File: config.mk
export PLATFORM = sky130hd
export DESIGN_NAME = pbch_demap_ctrl
export DESIGN_NICKNAME = d
export VERILOG_FILES = /design/src/rtl/pbch_demap_ctrl.sv
export SDC_FILE = /design/constraint.sdc
export NUM_CORES = 1
export LEC_CHECK = 0
export BUFFER_PORTS_ARGS = -buffer_cell sky130_fd_sc_hd__buf_4
export CORE_UTILIZATION = 25
export CTS_BUF_LIST = sky130_fd_sc_hd__clkbuf_8
export DETAILED_ROUTE_END_ITERATION = 10
export SLEW_MARGIN = 20
export SYNTH_ARGS = -nofsm -noshare
export SYNTH_HDL_FRONTEND = slang
export SYNTH_SLANG_ARGS = --single-unit
File: constraint.sdc
create_clock -name clk_i -period 2.33 [get_ports clk_i]
set_input_delay 0.466 -clock clk_i [delete_from_list [all_inputs] [get_ports clk_i]]
set_output_delay 0.466 -clock clk_i [all_outputs]
set_load 0.01 [all_outputs]
File: src/rtl/pbch_demap_ctrl.sv
// PBCH demapper sequencer: frames one SSB of PBCH data REs toward the QPSK demapper
// and tracks returned LLR strobes. Define DEMAP_CTRL_TIMEOUT_EN to add a watchdog.
module pbch_demap_ctrl #(
  parameter int unsigned IQ_DW          = 16,
  parameter int unsigned LLR_DW         = 8,
  parameter int unsigned NUM_RE         = 432,
  parameter int unsigned TIMEOUT_CYCLES = 4096
) (
  input  logic               clk_i,
  input  logic               reset_i,
  input  logic               ssb_start_i,
  input  logic [2*IQ_DW-1:0] s_axis_in_tdata,
  input  logic [1:0]         s_axis_in_tuser,
  input  logic               s_axis_in_tvalid,
  output logic [2*IQ_DW-1:0] m_axis_out_tdata,
  output logic [1:0]         m_axis_out_tuser,
  output logic               m_axis_out_tlast,
  output logic               m_axis_out_tvalid,
  input  logic               llr_tvalid_i,
  output logic               busy_o,
  output logic               done_o,
  output logic               error_o,
  output logic [9:0]         re_cnt_o
);
  localparam int unsigned NUM_LLR   = 2 * NUM_RE;
  localparam int unsigned LLR_CNT_W = $clog2(NUM_LLR + 1);
  localparam logic [1:0]  RE_PBCH_DATA = 2'd1;

  // Only LLR strobes are observed, so LLR_DW is carried for interface compatibility;
  // an unusable parameter set shows up as this named block in the elaborated design.
  if (NUM_RE == 0 || NUM_RE > 1023 || LLR_DW == 0 || TIMEOUT_CYCLES == 0) begin : g_bad_params
  end

  typedef enum logic [1:0] {
    IDLE    = 2'd0,
    COLLECT = 2'd1,
    DRAIN   = 2'd2
  } state_t;

  state_t                 state_q, state_d;
  logic [LLR_CNT_W-1:0]   llr_cnt_q, llr_cnt_d;
  logic [9:0]             re_cnt_d;
  logic [2*IQ_DW-1:0]     tdata_d;
  logic [1:0]             tuser_d;
  logic                   tlast_d, tvalid_d, done_d, error_d, busy_d;

`ifdef DEMAP_CTRL_TIMEOUT_EN
  localparam int unsigned WD_W = $clog2(TIMEOUT_CYCLES + 1);
  logic [WD_W-1:0]        wd_cnt_q, wd_cnt_d;
`endif

  always_ff @(posedge clk_i or posedge reset_i) begin
    if (reset_i) state_q <= IDLE;
    else         state_q <= state_d;
  end

  // Next state, counters and next output values; start always wins over completion.
  always_comb begin
    state_d   = state_q;
    re_cnt_d  = re_cnt_o;
    llr_cnt_d = llr_cnt_q;
    tdata_d   = '0;
    tuser_d   = 2'd0;
    tlast_d   = 1'b0;
    tvalid_d  = 1'b0;
    done_d    = 1'b0;
    error_d   = 1'b0;
`ifdef DEMAP_CTRL_TIMEOUT_EN
    wd_cnt_d  = '0;
`endif
    unique case (state_q)
      IDLE: begin
        if (ssb_start_i) begin
          state_d   = COLLECT;
          re_cnt_d  = '0;
          llr_cnt_d = '0;
        end
      end
      COLLECT, DRAIN: begin
        if (ssb_start_i) begin
          error_d   = 1'b1;
          state_d   = COLLECT;
          re_cnt_d  = '0;
          llr_cnt_d = '0;
        end else begin
`ifdef DEMAP_CTRL_TIMEOUT_EN
          wd_cnt_d = wd_cnt_q + WD_W'(1);
`endif
          if (llr_tvalid_i && llr_cnt_q != LLR_CNT_W'(NUM_LLR))
            llr_cnt_d = llr_cnt_q + LLR_CNT_W'(1);
          if (state_q == COLLECT && s_axis_in_tvalid && s_axis_in_tuser == RE_PBCH_DATA) begin
            re_cnt_d = re_cnt_o + 10'd1;
            tvalid_d = 1'b1;
            tuser_d  = RE_PBCH_DATA;
            tdata_d  = s_axis_in_tdata;
            if (re_cnt_d == 10'(NUM_RE)) begin
              tlast_d = 1'b1;
              state_d = DRAIN;
            end
          end
          if (state_q == DRAIN && llr_cnt_d == LLR_CNT_W'(NUM_LLR)) begin
            done_d  = 1'b1;
            state_d = IDLE;
          end
`ifdef DEMAP_CTRL_TIMEOUT_EN
          else if (wd_cnt_q == WD_W'(TIMEOUT_CYCLES - 1)) begin
            error_d = 1'b1;
            state_d = IDLE;
          end
`endif
        end
      end
      default: state_d = IDLE;
    endcase
    busy_d = (state_d != IDLE);
  end

  always_ff @(posedge clk_i or posedge reset_i) begin
    if (reset_i) begin
      llr_cnt_q         <= '0;
      re_cnt_o          <= '0;
      m_axis_out_tdata  <= '0;
      m_axis_out_tuser  <= 2'd0;
      m_axis_out_tlast  <= 1'b0;
      m_axis_out_tvalid <= 1'b0;
      busy_o            <= 1'b0;
      done_o            <= 1'b0;
      error_o           <= 1'b0;
    end else begin
      llr_cnt_q         <= llr_cnt_d;
      re_cnt_o          <= re_cnt_d;
      m_axis_out_tdata  <= tdata_d;
      m_axis_out_tuser  <= tuser_d;
      m_axis_out_tlast  <= tlast_d;
      m_axis_out_tvalid <= tvalid_d;
      busy_o            <= busy_d;
      done_o            <= done_d;
      error_o           <= error_d;
    end
  end

`ifdef DEMAP_CTRL_TIMEOUT_EN
  always_ff @(posedge clk_i or posedge reset_i) begin
    if (reset_i) wd_cnt_q <= '0;
    else         wd_cnt_q <= wd_cnt_d;
  end
`endif

endmodule
# After elaboration in Yosys (flattened, before gate mapping)
# Cells that the tools add are included.
[op_classes]
muxes = 33
addsub = 2
n_reduce_logical = 10
eq_ne = 8
[op_table]
columns = ["operator", "count"]
rows = [
  ["$mux W32", 3],
  ["$mux W10", 7],
  ["$pmux W10 S2", 2],
  ["$add A10 B1 Y10 const B", 2],
  ["$mux W1", 15],
  ["$eq A10 B10 Y1 const B", 1],
  ["$eq A10 B9 Y1 const B", 1],
  ["$mux W2", 5],
  ["$ne A10 B10 Y1 const B", 1],
  ["$eq A2 B1 Y1 const B", 2],
  ["$logic_and A1 B1 Y1", 4],
  ["$pmux W2 S2", 1],
  ["$reduce_bool A2 Y1", 2],
  ["$ne A3 B3 Y1 const B", 1],
  ["$reduce_and A3 Y1", 1],
  ["$eq A2 B2 Y1 const B", 1],
  ["$logic_not A2 Y1", 1],
  ["$ne A2 B2 Y1 const B", 1],
  ["$reduce_and A2 Y1", 1],
  ["$reduce_or A2 Y1", 1],
]
[word_totals]
out_inout_bits = 49
reg_bits = 61
inputBits = 39
word_cells = 63

# Longest topological paths before layout
# Gate-level depths: netlist (run 1).
[depth]
word_depth = 11
mapped_depth = 9
ltp_nobuf = 8

# Least setup slack after synthesis (run 1)
# Ideal clock, no wire load.
[synth_timing]
kind = "register to register"
startpoint = "register llr_cnt_q[0]"
endpoint = "register state_q[0]"
t_arrival_ns = 2.131
synth_period_minus_slack_ns = 2.209
t_required_ns = 2.253
path_stages_with_launch = 9
n_path_buf = 0
setup_time_ns = 0.077
path_slack_ns = 0.121
cell_sequence = "dfrtp_1 -> inv_1 -> ha_1 -> or3b_1 -> o31ai_1 -> mux2i_1 -> nor4_2 -> or3_1 -> a21oi_1"
[synth_between]
elab_chain_len = 10
elab_cells_between_ends = 11
cone_classes = "1 x add/sub; 2 x eq/ne; 6 x mux; 2 x reduce/logical"
[synth_rtl]
columns = ["element", "line_no", "text"]
rows = [
  ["start: declaration", "41", "logic [LLR_CNT_W-1:0] llr_cnt_q, llr_cnt_d;"],
  ["start signal: assignment", "130", "llr_cnt_q <= llr_cnt_d;"],
  ["branches (longest 2 deep; another with $add A10 B1 Y10)", "-", ""],
  ["$mux W10 *", "89", "if (llr_tvalid_i && llr_cnt_q != LLR_CNT_W'(NUM_LLR))"],
  ["$mux W10 *", "80", "if (ssb_start_i) begin"],
  ["$mux W10 *", "71", "unique case (state_q)"],
  ["$eq A10 B10 Y1 *", "101", "if (state_q == DRAIN && llr_cnt_d == LLR_CNT_W'(NUM_LLR)) begin"],
  ["$logic_and A1 B1 Y1 *", "101", ""],
  ["$mux W2 *", "101", ""],
  ["$mux W2 *", "80", ""],
  ["$pmux W2 S2 *", "71", ""],
  ["net state_d[0]", "40", "state_t state_q, state_d;"],
  ["end signal: assignment", "54", "else state_q <= state_d;"],
  ["end: declaration", "40", ""],
]
# Mark *: on every way through the listed nets, which the timed path passes. The select of a mux whose other input is x is not followed.
# A chain may end at the register's enable or synchronous reset.

# Worst setup path after layout (run 1)
# Same ends and word-level chain as after synthesis.

==> flow_summary_export.csv, run 1 <==
group,metric,value,unit
clocking,clk-insertion-delay-late,330,ps
routing,vias,2355,
placed_design,numPortBuffers,86,
synth,yosysSeqAreaShare,0.5263,
critical_path,cp.required,2590,ps
routing,remaining_drc_errors,0,
synth,avgSynthCellArea,10.20,sq um
sta,slew_headroom,0.6437,
routing,drtIter0Drc,83,
clocking,postCtsSetupRepairBufs,0,
floorplan,core,10890,sq um
sta,fin_crit_sh,0.9461,
clocking,cts_made_buffers,9,
synth,yosys-top-cells-area,"dfrtp_1, and2_1, o21ai_0, ha_1, nand2_1",
synth,syn-cell-area,2805,sq um
synth,synthMostInstantiatedCell,"dfrtp_1",
synth,synth_edf_count,0,
sta,fin_crit,2205,ps
floorplan,die_y,107.9,um
synth,yosys_warnings,0,
global_route,track_usage,0.1244,
pwr,ir_worst_vdd,0.2343,mV
floorplan,die-area,11650,sq um
floorplan,io_pins,88,
synth,ys_ff_latch,59,
sta,worst_pin_slew,533.7,ps
layout,drive_gt1_frac,0.3226,
synth,synth-main-ff-cell,"dfrtp_1",
routing,wirelength,6788,um
placed_design,place_hpwl,4885,um
hold_path,holdCritPathClass,"input port to asynchronous set/reset pin",
critical_path,startpoint,"llr_cnt_q[0]$_DFFE_PP0P_",
flow_run,maxCapViolCount,0,
critical_path,crit_fanout,3,
layout,nNetsFinal,413,
sta,drv_slew,0,
critical_path,start_kind,"flip-flop",
synth,synthCells,275,
pwr,power-per-cell-area,558.9,nW/um^2
routing,drtPass1Iterations,4,
sta,fin_tns_setup,0,ps
global_route,overflow,0,
sta,setup_violations,0,
floorplan,die_w,107.9,um
global_route,grt_pass1_wl,11160,um
clocking,tritoncts,"built",
sta,skew,7.569,ps
global_route,first_global_vias,2289,
clocking,path_clk_slew,80,ps
routing,vias_per_cell,4.600,
critical_path,endpoint_kind,"flip-flop",
clocking,cts_buffer_depth,2,
global_route,grt_max_degree,36,
floorplan,rows,38,
sta,fmax,0.4536,GHz
critical_path,worstReg2RegStart,"llr_cnt_q[0]$_DFFE_PP0P_",
synth,yosysUniqueCellTypes,52,
routing,wl_per_cell,13.26,um
clocking,cts_root_buf,"clkbuf_8",
pwr,fin_total_pwr,2156,uW
synth,async_flop_share,1.000,
routing,ant_nets,0,
placed_design,dpl_cell_area,3640,sq um
sta,hold_viol_final,0,
critical_path,crit_arrival,2460,ps
clocking,htree_levels,3,
global_route,grt_antenna_before_repair,0,
synth,synth_top_cell_by_area,"dfrtp_1",
synth,synthTopCellsByCount,"dfrtp_1, and2_1, nand2_1, o21ai_0, nor2_1",
pwr,leakagePower,0.001893,uW
sta,rsz0062_at_grt,"yes",
critical_path,worstSetupPathType,"flip-flop to flip-flop",
layout,antenna_cells,0,
placed_design,gp_congestion,0.7670,
clocking,cts_sinks,59,
outcome,status,"finished, final reports clean",
layout,area_growth_syn_to_layout,37.51,%
layout,fin_area,3857,sq um
layout,final_core_util,0.3543,
synth,yosysTopAreaCellShare,0.5263,
floorplan,start_util,0.2576,
sta,hold_slack,170.6,ps
synth,synthesis.nets,321,
[cell type report]
cell class	instances	area [sq um]
Clock buffer	9	123.9
Inverter	8	30.03
Clock inverter	7	77.57
Multi-Input combinational cell	194	1249
Sequential cell	59	1476
Timing Repair Buffer	95	725.7
Fill cell	1130	7030
Tap cell	140	175.2
[routing by layer]
metal  part of all wire  vias to the layer above  global-route usage
met1               0.46                     1114              0.1565
met5                  0                        -                   0
li1                   -                     1149                   -
met3              0.079                        9             0.05907
met4              0.013                        0             0.03327
met2               0.45                       83              0.1905
[power breakdown]
part	leakage, uW	internal [uW]	switching (uW)
sequential	0.000806	1040	7.64
combinational	0.000988	87.3	82.7
clock	0.0000998	500	440
[metrics by stage]
| stage | cells | setup slack (ps) |
|---|---|---|
| after global placement | 496 | 153.1 |
| final | 512 | 125.5 |
| after detailed placement | 496 | 69.27 |
| after global routing | 512 | -63.42 |
| after floorplan | 275 | 121.5 |
| after CTS | 512 | 47.58 |
[worst max-delay path, cell delays in order (launching register included)]
cell and delay, ps:
dfrtp_1 380, inv_1 100, ha_1 170, or3b_1 410
o31ai_4 220, mux2i_1 290, nor4_2 80, or3_1 320
a21oi_1 150
[logic make-up (layout without fill, tap and decap cells)]
group	count (synthesis)	in the layout	synth area share
AOI/OAI and AO/OA	55	55	0.1253
xor gates and xnor gates	4	4	0.01249
adders and majority gates	7	7	0.03122
buffers and inverters	22	119	0.03434
DFF	59	59	0.5263
muxes	4	4	0.01472
other	1	1	0.001337
and+or+nand+nor	123	123	0.2542
[sequential cells by signal (all words and copies together) (netlist names)]
| register | cells |
|---|---|
| busy_o | 1 |
| m_axis_out_tlast | 1 |
| llr_cnt_q | 10 |
| m_axis_out_tuser | 1 |
| done_o | 1 |
| state_q | 2 |
| error_o | 1 |
| m_axis_out_tdata | 32 |
| re_cnt_o | 10 |
[timing repair]
action / in CTS / in global routing
endpoints found under the setup margin: 0 / 5
hold buffers: 0 / 0
resized for setup: 0 / 3
[cells in the final DEF (no fill, tap or decap), types with 2 or more instances in the layout]
| cell | instances |
|---|---|
| nor3_1 | 2 |
| mux2i_1 | 3 |
| a21o_1 | 2 |
| clkbuf_8 | 9 |
| nor3b_1 | 3 |
| o22ai_1 | 2 |
| inv_1 | 7 |
| nand3_1 | 9 |
| a31oi_1 | 3 |
| nand4_1 | 8 |
| a21oi_1 | 6 |
| o21ai_0 | 21 |
| nor4_1 | 2 |
| xor2_1 | 3 |
| clkinv_4 | 3 |
| o31ai_1 | 6 |
| buf_4 | 94 |
| or4_1 | 2 |
| and3_1 | 3 |
| a22o_1 | 2 |
| and4_1 | 2 |
| nand2_1 | 22 |
| and2_1 | 38 |
| o21a_1 | 2 |
| o41ai_1 | 3 |
| ha_1 | 7 |
| nand2b_1 | 3 |
| dfrtp_1 | 59 |
| nor2_1 | 16 |
[path summary, 6_finish.rpt]
path | depth (start not counted) | end | slack [ps]
setup / recovery | 8 | state_q[0]$_DFF_PP0_ | 130
hold / removal | 2 | m_axis_out_tdata[20]$_DFF_PP0_ | 170
setup reg to reg | 8 | state_q[0]$_DFF_PP0_ | 130
hold reg to reg | 1 | re_cnt_o[9]$_DFFE_PP0P_ | 520
max in group asynchronous | 3 | re_cnt_o[1]$_DFFE_PP0P_ | 1570
min in group clk_i | 2 | m_axis_out_tdata[20]$_DFF_PP0_ | 330
Power figures use the tool's default switching activity.
==> run 2: changes to the inputs <==
- CORE_UTILIZATION: 25 -> 30
- REMOVE_ABC_BUFFERS: unset -> 1
==> run 2 against run 1 <==
Final cell count is 6.1% lower. Sequential cell count unchanged. Clock skew shrank 1.4 ps. Routed wire length is 0.97% higher. Combinational power increased by 4%. Critical path depth stayed put. Final area down 1.4%. First-iteration DRC count grew 100%.
==> flow_summary_export.csv, run 2 (same netlist as run 1, synthesis figures left out) <==
group,metric,value,unit
outcome,status,"finished, final reports clean",
routing,drtPass1Iterations,4,
pwr,leakagePower,0.001876,uW
layout,largest_reg_flops,32,
placed_design,numPortBuffers,86,
floorplan,io_pins,88,
critical_path,endpoint_kind,"flip-flop",
pwr,power-per-cell-area,542.5,nW/um^2
pwr,ir_worst_vdd,0.4334,mV
flow_run,maxCapViolCount,0,
routing,vias,2371,
clocking,ctsHoldBuffers,0,
global_route,grt_pass1_wl,11480,um
sta,slew_headroom,0.5724,
clocking,postCtsSetupRepairBufs,0,
layout,regMostFlops,"m_axis_out_tdata",
routing,wl_per_cell,14.25,um
floorplan,core,8891,sq um
critical_path,worst-path-stages,8,
sta,hold_slack,209.2,ps
routing,ant_nets,0,
critical_path,crit_fanout,3,
layout,area_growth_syn_to_layout,35.55,%
layout,reg.largest.list,"m_axis_out_tdata x32, llr_cnt_q x10, re_cnt_o x10",
floorplan,rows,34,
clocking,cts_buffer_depth,2,
clocking,htree_levels,3,
routing,drtIter0Drc,170,
critical_path,crit_slowest_cell,"or3b_1",
pwr,fin_total_pwr,2063,uW
critical_path,start_kind,"flip-flop",
placed_design,gp_congestion,0.8899,
clocking,tritoncts,"built",
critical_path,critPathTopFamily,"simple AND/OR/NAND/NOR gates",
sta,setup_violations,0,
sta,fmax,0.4553,GHz
clocking,clk-insertion-delay-late,340,ps
sta,hold_viol_final,0,
critical_path,worstSetupPathType,"flip-flop to flip-flop",
sta,drv_slew,0,
critical_path,crit_chain,"inv_1, ha_1, or3b_1, o31ai_4, mux2i_2, nor4_2, or3_1, a21oi_1",
critical_path,cp.required,2600,ps
layout,multi_input_area,1250,sq um
floorplan,die-area,9742,sq um
global_route,grt_max_degree,34,
sta,rsz0062_at_grt,"yes",
clocking,cts_made_buffers,9,
global_route,grt_antenna_before_repair,0,
sta,fin_crit_sh,0.9427,
routing,vias_per_cell,4.929,
global_route,overflow,0,
layout,nNetsFinal,414,
routing,wirelength,6854,um
layout,final_cell_mix,"buf_4, dfrtp_1, and2_1",
clocking,cts_root_buf,"clkbuf_8",
critical_path,rrSetupSlack,130,ps
layout,layout_commonest_cell,"buf_4",
sta,skew,6.217,ps
layout,fill_cells,846,
critical_path,worst_path_largest_cell_delay,420,ps
critical_path,crit_arrival,2460,ps
clocking,cts_sinks,59,
floorplan,die_w,98.70,um
placed_design,place_hpwl,4875,um
floorplan,die_y,98.70,um
layout,drive_gt1_frac,0.3244,
sta,fin_crit,2197,ps
global_route,first_global_vias,2437,
layout,seq_area,1476,sq um
clocking,post_cts_resized,0,
global_route,track_usage,0.1491,
sta,worst_pin_slew,640.4,ps
layout,antenna_cells,0,
hold_path,holdCritPathClass,"input port to asynchronous set/reset pin",
critical_path,worstRegToRegCells,8,
layout,final_core_util,0.4277,
routing,remaining_drc_errors,0,
floorplan,start_util,0.3155,
clocking,path_clk_slew,70,ps
critical_path,crit_buf_inv,1,
==> run 2: changes by cell type in the layout (fill, tap and decap cells not counted), sizes merged <==
cell | before | now
buf | 95 | 96
bufinv | 1 | 0
clkinv | 4 | 3
clkinvlp | 1 | 3
==> run 2: path summary, 6_finish.rpt <==
kind,end,from
max,state_q[0]$_DFF_PP0_,llr_cnt_q[0]$_DFFE_PP0P_
min,re_cnt_o[1]$_DFFE_PP0P_,reset_i
max reg2reg,state_q[0]$_DFF_PP0_,llr_cnt_q[0]$_DFFE_PP0P_
min reg2reg,re_cnt_o[9]$_DFFE_PP0P_,re_cnt_o[9]$_DFFE_PP0P_
max in group asynchronous,m_axis_out_tdata[31]$_DFF_PP0_,reset_i
min in group clk_i,m_axis_out_tdata[25]$_DFF_PP0_,s_axis_in_tdata[25]
==> run 2: report_power, final <==
part / switching, uW / total, uW / internal [uW]
clock: 453 / 843 / 390
sequential: 6.08 / 1040 / 1040
combinational: 86.3 / 176 / 90.0
==> run 2: layer usage <==
metal	track usage	vias to the layer above	wire length [um]
li1	-	1144	-
met1	0.1845	1132	3037
met2	0.2313	86	3075
met3	0.06170	9	642
met4	0.05970	0	97
met5	0	-	0
==> run 2: worst reg2reg max path: stages, from the launching register on <==
cell and delay (ps):
dfrtp_1 380, inv_1 100, ha_1 140, or3b_1 420, o31ai_4 260, mux2i_2 290, nor4_2 70, or3_1 310
a21oi_1 140
==> run 2: layout make-up <==
class                      count  area share
clock inverter                 7     0.01415
clock buffer                   9     0.03258
timing repair buffer          96      0.1928
multi-input combinational    194      0.3287
sequential                    59      0.3883
inverter                       8    0.007897
tap                          108     0.03554
==> run 2: per-stage QoR <==
step	cell area (sq um)	setup WS, ps	TNS, ps	cells
detailed placement	3607	87.12	0	465
finish	3802	133.4	0	481
CTS	3785	66.03	0	481
floorplan	2739	121.5	0	261
global placement	3607	143.4	0	465
global route	3802	-33.60	-52.37	481
